### src/rtl/mem_arbiter.sv
// -----------------------------------------------------------------------------
// mem_arbiter
//
// Shares one single-port, byte-wide synchronous memory between the core's
// instruction-fetch port (rom_*) and data port (ram_*). Every 32-bit access is
// split into four little-endian byte cycles. The data port always wins when
// both ports request in the same idle cycle.
//
// Timing relative to the accept cycle (cycle 0, IDLE with a ce high):
//   load/fetch : byte addresses in cycles 1..4, address held in cycle 5,
//                mem_din_i captured at the end of cycles 2..5, ready in cycle 6
//   store      : byte writes in cycles 1..4, ready in cycle 5
//   DONE always lasts exactly one cycle and never accepts a new request.
//
// Ports
//   clk, rst        clock, synchronous active-high reset
//   rom_ce_i        fetch request (held until rom_ready_o)
//   rom_addr_i      fetch byte address (upper 32-ADDR_W bits ignored)
//   rom_data_o      fetched word, qualified by rom_ready_o, otherwise held
//   rom_ready_o     one-cycle fetch completion pulse
//   ram_ce_i        data request (held until ram_ready_o)
//   ram_w_enable_i  1 = store, 0 = load
//   ram_addr_i      data byte address (upper 32-ADDR_W bits ignored)
//   ram_w_data_i    store data
//   ram_sel_i       store byte enables, bit k = byte k (ignored for loads)
//   ram_r_data_o    load word, qualified by ram_ready_o (0 after a store)
//   ram_ready_o     one-cycle data completion pulse
//   mem_addr_o      external byte address
//   mem_din_i       external read byte, one cycle after its address
//   mem_dout_o      external write byte
//   mem_wr_o        external write strobe
// -----------------------------------------------------------------------------
module mem_arbiter #(
    parameter int ADDR_W = 17
) (
    input  logic              clk,
    input  logic              rst,
    input  logic              rom_ce_i,
    input  logic [31:0]       rom_addr_i,
    output logic [31:0]       rom_data_o,
    output logic              rom_ready_o,
    input  logic              ram_ce_i,
    input  logic              ram_w_enable_i,
    input  logic [31:0]       ram_addr_i,
    input  logic [31:0]       ram_w_data_i,
    input  logic [3:0]        ram_sel_i,
    output logic [31:0]       ram_r_data_o,
    output logic              ram_ready_o,
    output logic [ADDR_W-1:0] mem_addr_o,
    input  logic [7:0]        mem_din_i,
    output logic [7:0]        mem_dout_o,
    output logic              mem_wr_o
);

    typedef enum logic [1:0] {
        IDLE = 2'd0,
        RD   = 2'd1,
        WR   = 2'd2,
        DONE = 2'd3
    } state_t;

    state_t            state_q, state_d;
    logic [2:0]        cnt_q, cnt_d;
    logic              src_q, src_d;          // 1 = data port owns the access
    logic [ADDR_W-1:0] base_q, base_d;
    logic [31:0]       wdata_q, wdata_d;
    logic [3:0]        sel_q, sel_d;
    logic [23:0]       word_q, word_d;        // byte lanes 0..2; lane 3 goes straight out
    logic [31:0]       rom_data_q, rom_data_d;
    logic [31:0]       ram_rdata_q, ram_rdata_d;

    // Upper request address bits are intentionally dropped.
    logic unused_addr_bits;
    assign unused_addr_bits = ^{rom_addr_i[31:ADDR_W], ram_addr_i[31:ADDR_W]};

    // Store data split into byte lanes for the write mux.
    logic [7:0] wr_lane [4];
    generate
        for (genvar gi = 0; gi < 4; gi++) begin : g_wr_lane
            assign wr_lane[gi] = wdata_q[8*gi +: 8];
        end
    endgenerate

    // During the final read cycle (cnt=4) the address stays on byte 3.
    logic [1:0] byte_off;
    assign byte_off = cnt_q[2] ? 2'd3 : cnt_q[1:0];

    // ---------------- FSM: state register ----------------
    always_ff @(posedge clk) begin
        if (rst) begin
            state_q <= IDLE;
        end else begin
            state_q <= state_d;
        end
    end

    // ---------------- FSM: next state ----------------
    always_comb begin
        state_d = state_q;
        case (state_q)
            IDLE: begin
                if (ram_ce_i) begin
                    state_d = ram_w_enable_i ? WR : RD;
                end else if (rom_ce_i) begin
                    state_d = RD;
                end
            end
            RD:      if (cnt_q == 3'd4) state_d = DONE;
            WR:      if (cnt_q == 3'd3) state_d = DONE;
            DONE:    state_d = IDLE;
            default: state_d = IDLE;
        endcase
    end

    // ---------------- FSM: outputs ----------------
    always_comb begin
        mem_addr_o  = '0;
        mem_wr_o    = 1'b0;
        mem_dout_o  = 8'd0;
        rom_ready_o = 1'b0;
        ram_ready_o = 1'b0;
        case (state_q)
            RD: begin
                mem_addr_o = base_q + {{(ADDR_W-2){1'b0}}, byte_off};
            end
            WR: begin
                mem_addr_o = base_q + {{(ADDR_W-2){1'b0}}, byte_off};
                mem_dout_o = wr_lane[cnt_q[1:0]];
                // Reset kills the strobe in the very cycle it is asserted so an
                // aborted store writes nothing past the bytes already done.
                mem_wr_o   = sel_q[cnt_q[1:0]] & ~rst;
            end
            DONE: begin
                rom_ready_o = ~src_q;
                ram_ready_o = src_q;
            end
            default: ;
        endcase
    end

    // ---------------- Datapath: next values ----------------
    always_comb begin
        cnt_d       = cnt_q;
        src_d       = src_q;
        base_d      = base_q;
        wdata_d     = wdata_q;
        sel_d       = sel_q;
        word_d      = word_q;
        rom_data_d  = rom_data_q;
        ram_rdata_d = ram_rdata_q;
        case (state_q)
            IDLE: begin
                cnt_d = 3'd0;
                if (ram_ce_i) begin
                    src_d   = 1'b1;
                    base_d  = ram_addr_i[ADDR_W-1:0];
                    wdata_d = ram_w_data_i;
                    sel_d   = ram_sel_i;
                end else if (rom_ce_i) begin
                    src_d  = 1'b0;
                    base_d = rom_addr_i[ADDR_W-1:0];
                end
            end
            RD: begin
                cnt_d = cnt_q + 3'd1;
                // mem_din_i lags the address by one cycle, so the byte seen
                // while cnt=n belongs to lane n-1.
                case (cnt_q)
                    3'd1: word_d[7:0]   = mem_din_i;
                    3'd2: word_d[15:8]  = mem_din_i;
                    3'd3: word_d[23:16] = mem_din_i;
                    3'd4: begin
                        if (src_q) begin
                            ram_rdata_d = {mem_din_i, word_q};
                        end else begin
                            rom_data_d  = {mem_din_i, word_q};
                        end
                    end
                    default: ;
                endcase
            end
            WR: begin
                cnt_d = cnt_q + 3'd1;
                if (cnt_q == 3'd3) begin
                    ram_rdata_d = 32'd0;
                end
            end
            default: ;
        endcase
    end

    // ---------------- Datapath: registers ----------------
    always_ff @(posedge clk) begin
        if (rst) begin
            cnt_q       <= 3'd0;
            src_q       <= 1'b0;
            base_q      <= '0;
            wdata_q     <= 32'd0;
            sel_q       <= 4'd0;
            word_q      <= 24'd0;
            rom_data_q  <= 32'd0;
            ram_rdata_q <= 32'd0;
        end else begin
            cnt_q       <= cnt_d;
            src_q       <= src_d;
            base_q      <= base_d;
            wdata_q     <= wdata_d;
            sel_q       <= sel_d;
            word_q      <= word_d;
            rom_data_q  <= rom_data_d;
            ram_rdata_q <= ram_rdata_d;
        end
    end

    assign rom_data_o   = rom_data_q;
    assign ram_r_data_o = ram_rdata_q;

endmodule

### config.mk
export PLATFORM = sky130hd
export DESIGN_NAME = mem_arbiter
export DESIGN_NICKNAME = d
export VERILOG_FILES = /design/src/rtl/mem_arbiter.sv
export SDC_FILE = /design/constraint.sdc
export NUM_CORES = 1
export LEC_CHECK = 0
export ABC_CLOCK_PERIOD_IN_PS = 3500
export CORE_MARGIN = 2
export CORE_UTILIZATION = 46
export DETAILED_ROUTE_END_ITERATION = 6
export GPL_ROUTABILITY_DRIVEN = 0
export HOLD_SLACK_MARGIN = 0.1
export PLACE_DENSITY_LB_ADDON = 0.2
export SLEW_MARGIN = 20
export SYNTH_ARGS = -nofsm -noshare
export SYNTH_HDL_FRONTEND = slang
export SYNTH_SLANG_ARGS = --single-unit
### constraint.sdc
create_clock -name clk -period 3.5 [get_ports clk]
set_input_delay 0.7 -clock clk [delete_from_list [all_inputs] [get_ports clk]]
set_output_delay 0.7 -clock clk [all_outputs]
set_load 0.02 [all_outputs]
==> results of run 1 <==
## cell type report
| cell class | instances | share of cell area (%) |
|---|---|---|
| flip-flops and latches | 147 | 33.7 |
| clock inverters | 10 | 2.11 |
| inverters | 11 | 0.473 |
| clock buffers | 19 | 5.08 |
| well taps | 176 | 2.52 |
| multi-input cells | 560 | 35.0 |
| repair buffers | 191 | 21.1 |
## worst max-delay path by stage
stage                                     start              to  slack, ns  cells past startpoint
after floorplan           cnt_q[0]$_SDFFE_PP0P_  mem_addr_o[12]       0.37                     11
after global placement    cnt_q[2]$_SDFFE_PP0P_  mem_addr_o[12]       0.16                     10
after detailed placement  cnt_q[2]$_SDFFE_PP0P_  mem_addr_o[12]       0.15                     10
after CTS                 cnt_q[2]$_SDFFE_PP0P_  mem_addr_o[16]      0.005                     10
after global routing      cnt_q[2]$_SDFFE_PP0P_   mem_addr_o[8]       0.01                     10
final                     cnt_q[2]$_SDFFE_PP0P_   mem_addr_o[8]       0.16                     10
## power breakdown
| part | switching (mW) | leakage [nW] | internal (mW) |
|---|---|---|---|
| registers | 0.165 | 1.20 | 1.88 |
| clock network | 0.672 | 0.301 | 1.27 |
| logic | 1.11 | 1.61 | 0.689 |
## state kept, by name (all words and copies together) (netlist names)
name / cells
base_q: 17
cnt_q: 3
ram_r_data_o: 32
rom_data_o: 32
sel_q: 4
src_q: 1
state_q: 2
wdata_q: 32
word_q: 24
## per-layer routing
metal | vias to the layer above | part of all wire, %
met4 | 0 | 2.3
met3 | 29 | 5.3
met1 | 2784 | 43
met2 | 175 | 49
met5 | - | 0
li1 | 2923 | -
## critical path, cell delays in order (launching register included)
cell and delay, ns:
dfxtp_1 0.42, inv_1 0.11, nand2_1 0.08, ha_1 0.17
inv_1 0.06, fa_1 0.43, nand2b_1 0.26, nor3_2 0.19
xnor2_1 0.15, nor2_1 0.05, dlygate4sd2_1 0.32
## stage by stage
step | instance area [um^2] | worst slack, ns
after global routing | 8730 | 0.0141
after CTS | 8730 | 0.00522
after detailed placement | 8110 | 0.146
after global placement | 8110 | 0.161
after floorplan | 6250 | 0.370
final | 8730 | 0.164
## layout by cell type (no fill, tap or decap), types with 2 or more instances in the layout
cell type and count:
a211oi_1 18, a21oi_1 131, and2_1 11, buf_4 18
bufinv_16 5, clkbuf_16 17, clkbuf_2 4, clkdlybuf4s50_1 163
clkinv_2 2, clkinvlp_4 2, dfxtp_1 147, dlygate4sd2_1 6
ha_1 11, inv_1 11, mux2i_1 23, mux4_2 8
nand2_1 211, nand2b_1 4, nand3_1 62, nand4_1 4
nor2_1 36, nor2b_1 4, nor3_1 2, nor3_2 2
o21ai_0 4, or3_2 2, or4_1 2, xnor2_1 4
xor2_1 4
## cell families after synthesis
kind of cell	count (synthesis)	synth area share [%]
muxes	31	6.57
adders and majority gates	12	2.52
AOI/OAI and AO/OA	161	14.1
DFF	147	47.1
xor gates and xnor gates	8	1.12
and+or+nand+nor	348	24.1
buffers and inverters	67	4.52
## timing repair
item	4_1_cts	5_1_grt
gates cloned	0	0
setup endpoints to repair	10	5
resized for setup	12	10
==> summary.md, run 1 <==
| Metric | Value |
|---|---|
| Mapped cell area | `0.00625 mm^2` |
| Final cycle utilization of the critical path | `~95%` |
| Transition at the pin with the smallest max-transition slack | `0.955 ns` |
| Initial drt markers | `470` |
| Top cell type's share of synthesized area | `47.1%` |
| DR vias | `5,911` |
| Met1 capacity usage during global routing | `~29%` |
| Setup clock skew after layout | `around 0.0051 ns` |
| Hold path endpoint | `ram_r_data_o[19]$_SDFFE_PP0P_` |
| Die outline height | `roughly 120 um` |
| Maximum number of pins on one net before global-route repair | `95` |
| Routed wirelength normalized by instance count | `14.9 um` |
| CTS Buf Count | `17` |
| Number of setup violations in the final report | `0` |
| WP data required | `about 2.8 ns` |
| Max-capacitance violation count | `0` |
| Effective utilization at floorplan | `47.2%` |
| Vias in the first global route | `~5,600` |
| Setup repair after global routing missed its margin | `no` |
| Buffers inserted during post-CTS setup optimization | `0` |
| Met3 track utilization from global routing | `under 10%` |
| Cell leakage power | `3.10 nW` |
| Data arrival time at the worst-slack endpoint | `2.64 ns` |
| Clock tree from TritonCTS | `done` |
| Hold path start | `ram_r_data_o[19]$_SDFFE_PP0P_` |
| Fmax | `between 200 and 300 MHz` |
| Kind of end point of the critical path | `primary output` |
| Clock-pin slew on the worst setup and hold paths | `around 0.050 ns` |
| Sequential area share after synthesis | `about 47%` |
| Pins over their slew limit | `0` |
| H-tree depth | `4` |
| Fin cells | `1,114` |
| Setup TNS Final | `0 ns` |
| GRT Max-Usage Layer | `met2` |
| Worst Hold Depth | `2` |
| Congestion Overflow GR | `0` |
| Crit Path Category | `reg2out` |
| Antenna diode count | `0` |
| Number of top-level pins | `between 200 and 250` |
| Post-CTS Hold Buffers | `0` |
| Fill cell total of the finished layout | `1,125` |
| Logic depth of the worst register-to-register path | `8` |
| Overall fraction of global-route tracks in use | `around 23%` |
| Type of origin of the critical path | `register` |
| Number of design rule violations left after detail routing | `0` |
| Antenna violations before repair | `0` |
| VDD IR-drop max | `0.000378 V` |
| Yosys warning count | `0` |
| Shortest clock period the worst path allows after layout | `3.34 ns` |
| Number of hold violations in the final report | `0` |
| Top post-synthesis cells by count | `211 x nand2_1, 147 x dfxtp_1, 131 x a21oi_1` |
| Most used standard cell by instance count after synthesis | `nand2_1` |
| DRT Wirelength | `about 17,000 um` |
| Global routing usage on met2 | `approximately 38%` |
| Placeable Area | `around 0.013 mm^2` |
| Die Width | `about 120 um` |
| Number of buffers added on ports | `around 170` |
| Relative slew slack | `roughly 36%` |
| Startpoint of the worst register-to-register path | `cnt_q[0]$_SDFFE_PP0P_` |
| Cells after DPL | `1,085` |
| Worst R2R End | `ram_r_data_o[28]$_SDFFE_PP0P_` |
| Total number of clock tree sinks | `approximately 150` |
| Synthesized net count | `~900` |
| Distinct cells, synth | `between 40 and 50` |
| Total design power | `around 5.8 mW` |
| Drt first pass iters | `5` |
| Final core utilization | `about two thirds` |
| Post-route ant nets | `0` |
| Main area contributors after synthesis | `dfxtp_1 47%, nand2_1 13%, a21oi_1 10%` |
| Seq cells post-synth | `around 150` |
| Clock latency on the worst-skew pair | `about 0.41 ns` |
| Number of instances in the synthesized netlist | `between 700 and 800` |
| FF/Latch Area | `a little under 0.003 mm^2` |
| HPWL after detailed placement | `~11,000 um` |
| Prevailing post-synth register cell | `dfxtp_1` |
| Die outline area | `between 0.01 and 0.015 mm^2` |
| Critical-path maximum fanout | `6` |
| Cell taking the most area after synthesis | `dfxtp_1` |
| Area taken by multi-input logic gates | `0.00306 mm^2` |
| Core Rows | `42` |
| Final layout net count | `between 1,000 and 1,500` |
| Status | `finished, final reports clean` |
| Average instance area after synthesis | `around 8 um^2` |
| Via density per instance | `between 5 and 6` |
| Wire length of the first global-routing pass | `26,700 um` |
| Worst Hold Class | `reg2reg` |
| Buffer type at the clock tree root | `clkbuf_16` |
| Pwr per Cell Area | `~660 mW/mm^2` |
| Minimum setup slack among reg-to-reg paths | `between 1 and 1.5 ns` |
| Area added between synthesis and finish | `39.6%` |
| Number of buffers on the longest clock path | `2` |
| Proportion of layout cells with a drive suffix above 1 | `7.25%` |
| Number of synthesized flops with an enable pin | `0` |
| Synth async-reset ratio | `0%` |
| Post-route worst hold slack | `about 0.45 ns` |
Power figures use the tool's default switching activity.
==> inputs of run 2 (changes only) <==
CTS_CLUSTER_SIZE = 28   (was not set)
PLACE_DENSITY = 0.8   (was not set)
PLACE_DENSITY_LB_ADDON = not set   (was 0.2)
==> summary.md, run 2 (same netlist as run 1, synthesis figures left out) <==
| Metric | Value |
|---|---|
| Data arrival time at the worst-slack endpoint | `2.63 ns (was 2.64 ns)` |
| Proportion of layout cells with a drive suffix above 1 | `7.32% (was 7.25%)` |
| Wire length of the first global-routing pass | `26,900 um (was 26,700 um)` |
| Relative slew slack | `42.8% (was 36.3%)` |
| WP data required | `2.80 ns (about the same)` |
| Number of design rule violations left after detail routing | `0 (unchanged)` |
| Effective utilization at floorplan | `47.2% (unchanged)` |
| Final cycle utilization of the critical path | `95.0% (was 95.3%)` |
| Buffers inserted during post-CTS setup optimization | `0 (unchanged)` |
| Minimum setup slack among reg-to-reg paths | `1.03 ns (was 1.23 ns)` |
| Startpoint of the worst register-to-register path | `cnt_q[0]$_SDFFE_PP0P_ (unchanged)` |
| DRT Wirelength | `16,500 um (was 16,600 um)` |
| Die outline height | `121 um (unchanged)` |
| Cell leakage power | `3.10 nW (about the same)` |
| VDD IR-drop max | `0.000395 V (was 0.000378 V)` |
| Clock tree from TritonCTS | `done (unchanged)` |
| Post-route worst hold slack | `0.447 ns (was 0.452 ns)` |
| Total design power | `5.60 mW (was 5.78 mW)` |
| Worst R2R End | `ram_r_data_o[9]$_SDFFE_PP0P_ (was ram_r_data_o[28]$_SDFFE_PP0P_)` |
| Fill cell total of the finished layout | `1,136 (was 1,125)` |
| Post-CTS Hold Buffers | `0 (unchanged)` |
| Fin cells | `1,118 (was 1,114)` |
| Final layout net count | `1,054 (was 1,053)` |
| Core Rows | `42 (unchanged)` |
| Status | `finished, final reports clean (unchanged)` |
| Number of buffers on the longest clock path | `2 (unchanged)` |
| Crit Path Category | `reg2out (unchanged)` |
| Vias in the first global route | `5,435 (was 5,634)` |
| Setup clock skew after layout | `0.00588 ns (was 0.00509 ns)` |
| Total number of clock tree sinks | `147 (unchanged)` |
| Final worst slack | `0.174 ns (was 0.164 ns)` |
| Cells after DPL | `1,086 (was 1,085)` |
| Initial drt markers | `524 (was 470)` |
| Type of origin of the critical path | `register (unchanged)` |
| Fmax | `301 MHz (was 300 MHz)` |
| Antenna diode count | `0 (unchanged)` |
| Die Width | `121 um (unchanged)` |
| Post-route cell area | `0.00868 mm^2 (was 0.00873 mm^2)` |
| Clock latency on the worst-skew pair | `0.42 ns (was 0.41 ns)` |
| Number of hold violations in the final report | `0 (unchanged)` |
| Shortest clock period the worst path allows after layout | `3.33 ns (was 3.34 ns)` |
| Number of top-level pins | `205 (unchanged)` |
| Pins over their slew limit | `0 (unchanged)` |
| Critical-path maximum fanout | `6 (unchanged)` |
| Area added between synthesis and finish | `38.9% (was 39.6%)` |
| Number of setup violations in the final report | `0 (unchanged)` |
| H-tree depth | `4 (unchanged)` |
| Kind of end point of the critical path | `primary output (unchanged)` |
| Die outline area | `0.0145 mm^2 (unchanged)` |
| Logic depth of the worst register-to-register path | `9 (was 8)` |
| Maximum number of pins on one net before global-route repair | `89 (was 95)` |
| HPWL after detailed placement | `11,000 um (was 11,300 um)` |
| Clock-pin slew on the worst setup and hold paths | `0.06 ns (was 0.05 ns)` |
| Crit. Startpoint | `cnt_q[2]$_SDFFE_PP0P_ (unchanged)` |
| Setup repair after global routing missed its margin | `no (unchanged)` |
| Buffer type at the clock tree root | `clkbuf_16 (unchanged)` |
| Pwr per Cell Area | `645 mW/mm^2 (was 663 mW/mm^2)` |
| Congestion Overflow GR | `0 (unchanged)` |
| Max-capacitance violation count | `0 (unchanged)` |
| Post-route ant nets | `0 (unchanged)` |
| Placeable Area | `0.0132 mm^2 (unchanged)` |
| Drt first pass iters | `5 (unchanged)` |
| Via density per instance | `5.27 (was 5.31)` |
| Transition at the pin with the smallest max-transition slack | `0.858 ns (was 0.955 ns)` |
| Leading cell type in the layout, fill and taps excluded | `nand2_1 (unchanged)` |
| CTS Buf Count | `17 (unchanged)` |
| Routed wirelength normalized by instance count | `14.8 um (was 14.9 um)` |
| Highest-count cells in the layout ignoring fill and taps | `211 x nand2_1, 163 x clkdlybuf4s50_1, 147 x dfxtp_1 (unchanged)` |
| Timing endpoint of the critical path | `mem_addr_o[8] (unchanged)` |
| Worst setup slack before clock tree synthesis | `0.131 ns (was 0.146 ns)` |
| DR vias | `5,892 (was 5,911)` |
| Setup TNS Final | `0 ns (unchanged)` |
| Placed cell area | `0.00812 mm^2 (was 0.00811 mm^2)` |
| Antenna violations before repair | `0 (unchanged)` |
| Worst Hold Class | `reg2reg (unchanged)` |
| Overall fraction of global-route tracks in use | `23.2% (was 23.1%)` |
| Final core utilization | `65.6% (was 65.9%)` |
| Number of buffers added on ports | `174 (unchanged)` |
[run 2: cell type report]
| class | count | area (um^2) | area share [%] |
|---|---|---|---|
| clock buffers | 20 | 447 | 5.14 |
| inverters | 11 | 41.3 | 0.476 |
| repair buffers | 192 | 1850 | 21.4 |
| multi-input cells | 560 | 3050 | 35.1 |
| flip-flops and latches | 147 | 2940 | 33.9 |
| clock inverters | 12 | 130 | 1.50 |
| well taps | 176 | 220 | 2.54 |
[run 2: report_power, final]
| part | internal (mW) | switching [mW] | total, mW |
|---|---|---|---|
| clock | 1.07 | 0.699 | 1.77 |
| combinational | 0.689 | 1.10 | 1.79 |
| sequential | 1.88 | 0.161 | 2.04 |
| total | 3.63 | 1.96 | 5.60 |
[run 2: critical path: stages, from the launching register on]
cell and delay (ns):
dfxtp_1 0.42, inv_1 0.10, nand2_1 0.07, ha_1 0.16, inv_1 0.05, fa_1 0.42, nand2b_1 0.23, nor3_1 0.20
xnor2_1 0.10, nor2_1 0.10, dlygate4sd2_1 0.36
[run 2: how the worst min path moves through the flow]
| stage | from | endpoint | slack, ns | cells after the start |
|---|---|---|---|---|
| after floorplan | sel_q[0]$_SDFFE_PP0P_ | sel_q[0]$_SDFFE_PP0P_ | 0.43 | 2 |
| after CTS | wdata_q[22]$_SDFFE_PP0P_ | wdata_q[22]$_SDFFE_PP0P_ | 0.45 | 2 |
| after global routing | ram_r_data_o[25]$_SDFFE_PP0P_ | ram_r_data_o[25]$_SDFFE_PP0P_ | 0.47 | 2 |
| after global placement | ram_r_data_o[15]$_SDFFE_PP0P_ | ram_r_data_o[15]$_SDFFE_PP0P_ | 0.44 | 2 |
| final | ram_r_data_o[6]$_SDFFE_PP0P_ | ram_r_data_o[6]$_SDFFE_PP0P_ | 0.45 | 2 |
| after detailed placement | ram_r_data_o[24]$_SDFFE_PP0P_ | ram_r_data_o[24]$_SDFFE_PP0P_ | 0.44 | 2 |
[run 2: repair_timing]
| item | in CTS | in global routing |
|---|---|---|
| cloned | 0 | 0 |
| resized for setup | 10 | 8 |
| endpoints found under the setup margin | 9 | 5 |
[run 2: routing by layer]
layer / track usage [%] / wire length, um / vias up
met3: 7.45 / 1230 / 26
met1: 29.9 / 7090 / 2714
met2: 36.9 / 7900 / 220
met4: 7.78 / 310 / 0
met5: 0 / 0 / -
li1: - / - / 2932
==> inputs of run 3 (changes only) <==
SETUP_SLACK_MARGIN = 0.15   (was not set)
==> summary.md, run 3 (same netlist as run 1, synthesis figures left out) <==
| Metric | Value |
|---|---|
| Status | `finished, final reports clean (unchanged)` |
| Kind of end point of the critical path | `primary output (unchanged)` |
| Leading cell type in the layout, fill and taps excluded | `nand2_1 (unchanged)` |
| Buffer type at the clock tree root | `clkbuf_16 (unchanged)` |
| HPWL after detailed placement | `11,000 um (unchanged)` |
| CTS Buf Count | `17 (unchanged)` |
| Number of top-level pins | `205 (unchanged)` |
| WP data required | `2.80 ns (about the same)` |
| Antenna diode count | `0 (unchanged)` |
| Number of buffers on the longest clock path | `2 (unchanged)` |
| Maximum number of pins on one net before global-route repair | `89 (unchanged)` |
| Global routing usage on met2 | `36.9% (about the same)` |
| Setup TNS Final | `0 ns (unchanged)` |
| Fmax | `309 MHz (was 301 MHz)` |
| Cell leakage power | `3.09 nW (was 3.10 nW)` |
| Fill cell total of the finished layout | `1,138 (was 1,136)` |
| Placeable Area | `0.0132 mm^2 (unchanged)` |
| Logic depth of the worst register-to-register path | `9 (unchanged)` |
| Congestion Overflow GR | `0 (unchanged)` |
| Shortest clock period the worst path allows after layout | `3.24 ns (was 3.33 ns)` |
| Final cycle utilization of the critical path | `92.5% (was 95.0%)` |
| Worst Hold Depth | `2 (unchanged)` |
| Number of buffers added on ports | `174 (unchanged)` |
| Final layout net count | `1,054 (unchanged)` |
| Area added between synthesis and finish | `39.1% (was 38.9%)` |
| Worst R2R End | `ram_r_data_o[9]$_SDFFE_PP0P_ (unchanged)` |
| Met1 capacity usage during global routing | `29.9% (unchanged)` |
| GRT Max-Usage Layer | `met2 (unchanged)` |
| Met3 track utilization from global routing | `7.45% (unchanged)` |
| Hold path endpoint | `ram_r_data_o[6]$_SDFFE_PP0P_ (unchanged)` |
| Drt first pass iters | `5 (unchanged)` |
| Post-route ant nets | `0 (unchanged)` |
| Proportion of layout cells with a drive suffix above 1 | `7.75% (was 7.32%)` |
| DRT Wirelength | `16,600 um (was 16,500 um)` |
| Overall fraction of global-route tracks in use | `23.2% (about the same)` |
| Relative slew slack | `42.7% (was 42.8%)` |
| Pins over their slew limit | `0 (unchanged)` |
| Crit Path Category | `reg2out (unchanged)` |
| Core Rows | `42 (unchanged)` |
| VDD IR-drop max | `0.000397 V (was 0.000395 V)` |
| Initial drt markers | `554 (was 524)` |
| Type of origin of the critical path | `register (unchanged)` |
| Critical-path maximum fanout | `8 (was 6)` |
| Clock latency on the worst-skew pair | `0.42 ns (about the same)` |
| Die outline area | `0.0145 mm^2 (unchanged)` |
| Fin cells | `1,118 (unchanged)` |
| Hold path start | `ram_r_data_o[6]$_SDFFE_PP0P_ (unchanged)` |
| Wire length of the first global-routing pass | `26,900 um (about the same)` |
| Area taken by multi-input logic gates | `0.00306 mm^2 (was 0.00305 mm^2)` |
| Minimum setup slack among reg-to-reg paths | `1.03 ns (about the same)` |
| Clock-pin slew on the worst setup and hold paths | `0.06 ns (about the same)` |
| Highest-count cells in the layout ignoring fill and taps | `211 x nand2_1, 163 x clkdlybuf4s50_1, 146 x dfxtp_1 (was 211 x nand2_1, 163 x clkdlybuf4s50_1, 147 x dfxtp_1)` |
| Die Width | `121 um (unchanged)` |
| DR vias | `5,889 (was 5,892)` |
| Number of hold violations in the final report | `0 (unchanged)` |
| Number of setup violations in the final report | `0 (unchanged)` |
| H-tree depth | `4 (unchanged)` |
| Post-route worst hold slack | `0.447 ns (about the same)` |
| Worst setup slack before clock tree synthesis | `0.131 ns (unchanged)` |
| Buffers inserted during post-CTS setup optimization | `0 (unchanged)` |
| Data arrival time at the worst-slack endpoint | `2.54 ns (was 2.63 ns)` |
| Effective utilization at floorplan | `47.2% (unchanged)` |
| Vias in the first global route | `5,437 (was 5,435)` |
| Cells after DPL | `1,086 (unchanged)` |
| Startpoint of the worst register-to-register path | `cnt_q[0]$_SDFFE_PP0P_ (unchanged)` |
| Total design power | `5.61 mW (was 5.60 mW)` |
| Antenna violations before repair | `0 (unchanged)` |
| Setup repair after global routing missed its margin | `no (unchanged)` |
| Pwr per Cell Area | `645 mW/mm^2 (about the same)` |
| Transition at the pin with the smallest max-transition slack | `0.859 ns (was 0.858 ns)` |
| Routed wirelength normalized by instance count | `14.8 um (about the same)` |
| Die outline height | `121 um (unchanged)` |
| FF/Latch Area | `0.00294 mm^2 (about the same)` |
| Number of design rule violations left after detail routing | `0 (unchanged)` |
| Max-capacitance violation count | `0 (unchanged)` |
| Via density per instance | `5.27 (about the same)` |
| Worst Hold Class | `reg2reg (unchanged)` |
| Setup clock skew after layout | `0.00637 ns (was 0.00588 ns)` |
| Total number of clock tree sinks | `147 (unchanged)` |
| Clock tree from TritonCTS | `done (unchanged)` |
| Final worst slack | `0.263 ns (was 0.174 ns)` |
==> run 3: layout make-up <==
cell class,count,share of cell area (%)
clock inverter,12,1.50
inverter,11,0.475
tap,176,2.53
timing repair buffer,192,21.3
multi-input combinational,560,35.2
sequential,147,33.9
clock buffer,20,5.14
==> run 3: power breakdown <==
part / leakage [nW] / switching, mW / internal (mW)
combinational: 1.61 / 1.11 / 0.690
clock: 0.281 / 0.700 / 1.07
sequential: 1.20 / 0.160 / 1.88
==> run 3: critical path, stage by stage, from the launching register on <==
cell,delay [ns]
dfxtp_2,0.34
inv_1,0.09
nand2_1,0.08
ha_1,0.28
a21o_1,0.20
nand3_4,0.12
or3_2,0.46
a21oi_1,0.19
dlygate4sd2_1,0.35
==> run 3: worst max path at each step <==
| stage | from | to | slack, ns | cells past startpoint |
|---|---|---|---|---|
| after floorplan | cnt_q[0]$_SDFFE_PP0P_ | mem_addr_o[12] | 0.37 | 11 |
| after global placement | cnt_q[2]$_SDFFE_PP0P_ | mem_addr_o[12] | 0.20 | 10 |
| after detailed placement | cnt_q[2]$_SDFFE_PP0P_ | mem_addr_o[12] | 0.13 | 10 |
| after CTS | cnt_q[2]$_SDFFE_PP0P_ | mem_addr_o[12] | 0.06 | 10 |
| after global routing | cnt_q[2]$_SDFFE_PP0P_ | mem_addr_o[13] | 0.15 | 8 |
| final | cnt_q[2]$_SDFFE_PP0P_ | mem_addr_o[13] | 0.26 | 8 |
==> run 3: what timing repair did <==
item	CTS	global route
gates resized for setup	15	11
hold buffers	0	0
setup endpoints to repair	10	11
==> run 3: through the flow <==
stage | instance area, um^2 | utilization, %
floorplan | 6250 | -
global placement | 8120 | 61.3
detailed placement | 8120 | 61.3
CTS | 8690 | 65.6
global route | 8690 | 65.6
finish | 8690 | 65.6
==> run 3: metal layers <==
layer	wire, um	vias up
met3	1220	26
met1	7070	2703
met2	7980	225
met5	0	-
li1	-	2935
met4	300	0
